===== src/rtl/serial_adder_pkg.sv =====
// Shared definitions for the bit-serial adder: state encodings and the
// bit-counter width helper.
package serial_adder_pkg;

  localparam logic [1:0] ST_IDLE = 2'b00;
  localparam logic [1:0] ST_ADD  = 2'b01;
  localparam logic [1:0] ST_DONE = 2'b10;

  // One spare bit keeps WIDTH=1 legal ($clog2(1) is 0).
  function automatic int cnt_width(input int width);
    return $clog2(width) + 1;
  endfunction

endpackage


===== src/rtl/full_adder_b_if.sv =====
// One-bit full adder used as the bit slice of serial_adder. Purely
// combinational; it holds no state.
module full_adder_b_if (
  input  logic a,
  input  logic b,
  input  logic cin,
  output logic sum,
  output logic cout
);

  assign sum  = a ^ b ^ cin;
  assign cout = (a & b) | (a & cin) | (b & cin);

endmodule


===== src/rtl/serial_adder.sv =====
// Bit-serial ripple adder: one full-adder cell plus a carry flop produce
// one sum bit per clock, LSB first, over WIDTH cycles.
module serial_adder
  import serial_adder_pkg::*;
#(
  parameter int WIDTH = 8
) (
  input  logic             clk,
  input  logic             rst,
  input  logic             start,
  input  logic [WIDTH-1:0] a,
  input  logic [WIDTH-1:0] b,
  input  logic             cin,
  output logic             busy,
  output logic             done,
  output logic [WIDTH-1:0] sum,
  output logic             cout,
  output logic [1:0]       state
);

  // Handshake: start is a request sampled only in IDLE, together with a, b
  // and cin. There is no backpressure; done is a one-cycle pulse and
  // sum/cout stay valid until the next completion or reset.

  localparam int CW = cnt_width(WIDTH);
  localparam logic [CW-1:0] LAST = CW'(WIDTH - 1);

  logic [1:0]       state_q;
  logic [WIDTH-1:0] a_sh;
  logic [WIDTH-1:0] b_sh;
  logic [WIDTH-1:0] res_sh;
  logic [WIDTH-1:0] res_next;
  logic             carry;
  logic [CW-1:0]    count;
  logic             fa_sum;
  logic             fa_cout;

  full_adder_b_if u_slice (
    .a    (a_sh[0]),
    .b    (b_sh[0]),
    .cin  (carry),
    .sum  (fa_sum),
    .cout (fa_cout)
  );

  // New sum bit enters at the MSB so the LSB-first stream ends up aligned.
  always_comb begin
    res_next            = res_sh >> 1;
    res_next[WIDTH-1]   = fa_sum;
  end

  always_ff @(posedge clk) begin
    if (rst) begin
      state_q <= ST_IDLE;
      a_sh    <= '0;
      b_sh    <= '0;
      res_sh  <= '0;
      carry   <= 1'b0;
      count   <= '0;
      sum     <= '0;
      cout    <= 1'b0;
    end else begin
      case (state_q)
        ST_IDLE: begin
          if (start) begin
            a_sh    <= a;
            b_sh    <= b;
            carry   <= cin;
            count   <= '0;
            state_q <= ST_ADD;
          end
        end
        ST_ADD: begin
          a_sh   <= a_sh >> 1;
          b_sh   <= b_sh >> 1;
          res_sh <= res_next;
          carry  <= fa_cout;
          count  <= count + CW'(1);
          if (count == LAST) begin
            sum     <= res_next;
            cout    <= fa_cout;
            state_q <= ST_DONE;
          end
        end
        ST_DONE: state_q <= ST_IDLE;
        default: state_q <= ST_IDLE;
      endcase
    end
  end

  assign busy  = (state_q == ST_ADD);
  assign done  = (state_q == ST_DONE);
  assign state = state_q;

endmodule


===== config.mk =====
export PLATFORM = sky130hd
export DESIGN_NAME = serial_adder
export DESIGN_NICKNAME = d
export VERILOG_FILES = /design/src/rtl/serial_adder_pkg.sv /design/src/rtl/full_adder_b_if.sv /design/src/rtl/serial_adder.sv
export SDC_FILE = /design/constraint.sdc
export NUM_CORES = 1
export LEC_CHECK = 0
export CAP_MARGIN = 15
export CORE_MARGIN = 5
export CORE_UTILIZATION = 48
export DETAILED_ROUTE_END_ITERATION = 8
export HOLD_SLACK_MARGIN = 0.1
export PLACE_DENSITY = 0.75
export SLEW_MARGIN = 40
export SYNTH_ARGS = -nofsm -noshare
export SYNTH_HDL_FRONTEND = slang
export SYNTH_HIERARCHICAL = 1
export SYNTH_SLANG_ARGS = --single-unit

===== constraint.sdc =====
create_clock -name clk -period 1.6 [get_ports clk]
set_input_delay 0.32 -clock clk [delete_from_list [all_inputs] [get_ports clk]]
set_output_delay 0.32 -clock clk [all_outputs]
set_load 0.01 [all_outputs]

# ---- Word level (Yosys, flattened, before mapping)
# Cells that the tools add are included.
dict set report totals {
  register_bits 40
  latch_bits 0
  ram_bits 0
  mem_bits_ro 0
  inputBits 20
  out_inout_bits 13
  word_cells 37
  memories 0
}
dict set report op_classes {
  add_sub_neg 1
  mul 0
  n_div 0
  magnitude_cmp 0
  n_eq_ne 5
  shifts 0
  mux 11
  n_bitwise 7
  reduce_logical 5
}
# op count
set ops {}
lappend ops {{8-bit one-hot mux with 2 select lines} 2}
lappend ops {{8-bit 2-to-1 mux} 2}
lappend ops {{4-bit one-hot mux with 2 select lines} 1}
lappend ops {{2-bit AND reduction} 3}
lappend ops {{4-bit by 1-bit adder with 4-bit output (second input constant)} 1}
lappend ops {{4-bit by 3-bit == test with 1-bit output (second input constant)} 1}
lappend ops {{2-bit 2-to-1 mux} 2}
lappend ops {{4-bit 2-to-1 mux} 1}
lappend ops {{2-bit one-hot mux with 2 select lines} 1}
lappend ops {{1-bit AND} 3}
lappend ops {{2-bit by 1-bit == test with 1-bit output (second input constant)} 1}
lappend ops {{2-bit == test (second input constant)} 1}
lappend ops {{2-bit zero test} 1}
lappend ops {{2-bit by 1-bit inequality test with 1-bit output (second input constant)} 1}
lappend ops {{2-bit inequality test (second input constant)} 1}
lappend ops {{1-bit OR} 2}
lappend ops {{1-bit one-hot mux with 2 select lines} 1}
lappend ops {{2-bit nonzero test} 1}
lappend ops {{1-bit bitwise XOR} 2}
lappend ops {{1-bit 2-to-1 mux} 1}

# ---- Longest topological paths before layout
dict set report logic_depth {
  depth_word 4
  depth_mapped 7
}

# ---- Cells and area by module
# Netlist, hierarchy kept.
# module n_inst cells_each area_per_inst_um2 seq_area_each_um2
set by_module_without_submodules {}
lappend by_module_without_submodules {serial_adder 1 190 1716.6 780.7}
lappend by_module_without_submodules {full_adder_b_if 1 1 20.0 0.0}

# ---- Worst setup path before layout
# OpenSTA, ideal clock, no wires.
dict set report synth_path {
  path_type {flip-flop to output port}
  from {reg state_q[1], in the netlist state[1]}
  to {out done}
  arrival_time_ps 1001
  slack_ps 279
  path_stages_with_launch 5
  path_buffers 2
  path_cell_list {dfxtp_1 buf_6 inv_1 clkbuf_1 nor2_1}
}
dict set report synth_between {
  elab_chain_len 1
}
# item line
set synth_rtl {}
lappend synth_rtl {{from (decl)} serial_adder.sv:28} ;# logic [1:0] state_q;
lappend synth_rtl {{from (signal assigned)} serial_adder.sv:54} ;# state_q <= ST_IDLE;
lappend synth_rtl {{from (signal assigned)} serial_adder.sv:70} ;# state_q <= ST_ADD;
lappend synth_rtl {{from (signal assigned)} serial_adder.sv:82} ;# state_q <= ST_DONE;
lappend synth_rtl {{2-bit == test} serial_adder.sv:92} ;# assign done = (state_q == ST_DONE);
lappend synth_rtl {{to (decl)} serial_adder.sv:15} ;# output logic done,
# No other way between the ends.

# ---- Final worst setup path
dict set report layout_path {
  from {reg state_q[1], in the netlist state[1]}
  to {out busy}
}
dict set report layout_between {
  elab_chain_len 1
}
# item line
set layout_rtl {}
lappend layout_rtl {{2-bit by 1-bit == test with 1-bit output} serial_adder.sv:91} ;# assign busy = (state_q == ST_ADD);
lappend layout_rtl {{to (decl)} serial_adder.sv:14} ;# output logic busy,
# No other way between the ends.

==> results.sh <==
export IMPL_drtIter0Drc=89
export IMPL_grt_use_total_pct=16.0
export IMPL_r2r_start="state[0]"
export IMPL_die_x_microns=70.2
export IMPL_area_growth_synth_to_final_pct=29.0
export IMPL_layout_common_cells="dfxtp_1 (37), nor2_1 (32), nand2b_1 (19), clkdlybuf4s50_1 (19), nand2_1 (17)"
export IMPL_hold_violations=0
export IMPL_maxCapViolCount=0
export IMPL_relSlewSlack_pct=67.8
export IMPL_tightest_slew_ns=0.482
export IMPL_end_kind="primary output"
export IMPL_ant_nets=0
export IMPL_min_from="res_sh[1]"
export IMPL_cts_max_level=2
export IMPL_floorplan_initialDensity_pct=50.8
export IMPL_port_buffers=32
export IMPL_grt_max_degree=29
export IMPL_path_clk_slew_ns=0.12
export IMPL_path_class="flip-flop to primary output"
export IMPL_cts_sinks=39
export IMPL_ir_drop_mv=0.366
export IMPL_fin_worst_skew_ns=0.0208
export IMPL_drcViolationCount=0
export IMPL_avgViaCountPerCell=5.24
export IMPL_syn_area_sq_mm=0.00174
export IMPL_cellPowerDensity_mw_per_mm2=818
export IMPL_first_pass_iters=4
export IMPL_clkLatencyLatePin_ns=0.36
export IMPL_power_total_mw=1.83
export IMPL_antenna_found_initial=0
export IMPL_path_max_fanout=5
export IMPL_cp_arrival_ns=1.20
export IMPL_whs_path_depth=2
export IMPL_final_common_cell="dfxtp_1"
export IMPL_rows=21
export IMPL_final_nets=253
export IMPL_synth_seq_area_share_pct=45.0
export IMPL_synthesis_nets=213
export IMPL_synth_area_per_cell_sq_um=9.09
export IMPL_core_sq_mm=0.00342
export IMPL_grt_pass1_wl_microns=6310
export IMPL_gp_congestion=0.775
export IMPL_drive_gt1_share_pct=12.6
export IMPL_status="completed"
export IMPL_cts_root_buf="clkbuf_4"
export IMPL_setup_viol=0
export IMPL_fmax_mhz=656
export IMPL_fin_crit_ns=1.52
export IMPL_tritoncts="yes"
export IMPL_finalCritPeriodShare_pct=95.3
export IMPL_hold_end="res_sh[1]"
export IMPL_grt_overflow=0
export IMPL_die_y_microns=70.2
export IMPL_cts_buffer_depth=2
export IMPL_diodes=0
export IMPL_yosysWarnings=6
export IMPL_dr_total_vias=1452
export IMPL_grt_pass1_vias=1403
export IMPL_wire_per_inst_microns=14.1
export IMPL_pin_count=33
export IMPL_rsz0062_at_grt="no"
export IMPL_synth_cells=191
export IMPL_reg2reg_depth=4
export IMPL_slew_violations=0
export IMPL_p_leak_nw=1.02
export IMPL_ys_ff_latch=39
export IMPL_crit_required_ns=1.28
export IMPL_cts_made_buffers=5
export IMPL_place_hpwl_microns=2690
export IMPL_cp_start_kind="flip-flop"
export IMPL_min_path_type="flip-flop to flip-flop"
export IMPL_fin_area_sq_mm=0.00224
export IMPL_rr_endpoint="carry"
export IMPL_ys_types=28
export IMPL_place_area_sq_mm=0.00214
export IMPL_die_area_sq_mm=0.00492
export IMPL_rrSetupSlack_ns=0.16
export IMPL_routed_wl_microns=3910
logic make-up after synthesis:
kind of cell	count (synthesis)	synth area share [%]
AOI/OAI and AO/OA	45	18.9
adders and majority gates	2	1.87
buffers and inverters	18	6.27
DFF	39	45.0
muxes	9	5.19
and+or+nand+nor	78	22.8
worst max-delay path, cell delays in order, from the launching register on:
cell           delay [ns]
dfxtp_2              0.38
nand2b_4             0.16
inv_2                0.04
dlygate4sd2_1        0.27
synth_stat cells:
cell        n  area, sq um
nand4b_4    1         23.8
o21bai_1    1         7.51
mux2i_1     9         90.1
nor2_4      1         11.3
or3_1       1         6.26
nor3_1      1         5.00
ha_1        1         12.5
dfxtp_1    39          781
nand2_1    17         63.8
o22ai_1     4         25.0
a22oi_1     3         22.5
inv_2       1         3.75
a31oi_1     2         12.5
o21ba_1     1         10.0
buf_6       3         33.8
nand2b_1   19          119
clkbuf_1    7         26.3
fa_1        1         20.0
nor3b_1     1         7.51
buf_4       5         37.5
nand2b_4    1         13.8
nand3_1     2         10.0
o2bb2ai_1  11         96.3
nor2_1     32          120
inv_1       2         7.51
a21oi_1     7         35.0
nand3b_1    2         15.0
a211oi_1   16          120
power by group:
part	total (mW)	internal (mW)	switching [mW]
combinational	0.268	0.143	0.125
clock	0.517	0.204	0.313
sequential	1.05	1.02	0.0305
registers in the layout, indices dropped and copies added (netlist names):
register / cells
sum: 8
count: 4
a_sh: 8
b_sh: 8
carry: 1
cout: 1
state: 2
res_sh: 7
how the worst max path moves through the flow:
stage                     startpoint       to  slack (ns)  cells after the start
after global routing        state[1]     done        0.01                      3
after floorplan             state[1]     done        0.28                      4
after global placement         start  b_sh[0]        0.02                      5
after CTS                       cout     cout        0.01                      1
after detailed placement       start    carry       -0.08                      5
final                       state[1]     busy        0.08                      3
per-stage QoR:
| stage | util, % | TNS (ns) | instances | setup WS (ns) | hold WS, ns |
|---|---|---|---|---|---|
| 5_1_grt | 65.6 | 0 | 277 | 0.0150 | 0.487 |
| 3_5_place_dp | 62.6 | -0.562 | 267 | -0.0751 | 0.450 |
| 2_1_floorplan | - | 0 | 191 | 0.279 | 0.437 |
| 4_1_cts | 64.2 | 0 | 274 | 0.0145 | 0.465 |
| 6_report | 65.6 | 0 | 277 | 0.0752 | 0.465 |
| 3_3_place_gp | 62.6 | 0 | 267 | 0.0195 | 0.443 |
area by class of cell:
class                           instances  area [sq um]
Clock buffer                            6          51.3
Sequential cell                        39           783
Multi-Input combinational cell        134           847
Inverter                                3          11.3
Timing Repair Buffer                   48           484
Clock inverter                          1          5.00
Fill cell                             297          1180
Tap cell                               46          57.6
layer usage:
layer  vias up  part of all wire [%]  global-route usage [%]
met5         -                     0                       0
met4         0                   1.5                    6.38
met3         5                   4.4                    6.03
met2        32                    50                    27.1
met1       674                    44                    18.1
li1        741                     -                       -
repair_timing:
| action | 4_1_cts | 5_1_grt |
|---|---|---|
| setup endpoints to repair | 4 | 11 |
| buffers inserted | 0 | 3 |
| hold buffers | 0 | 0 |
| gates resized for setup | 6 | 10 |
Power figures use the tool's default switching activity.
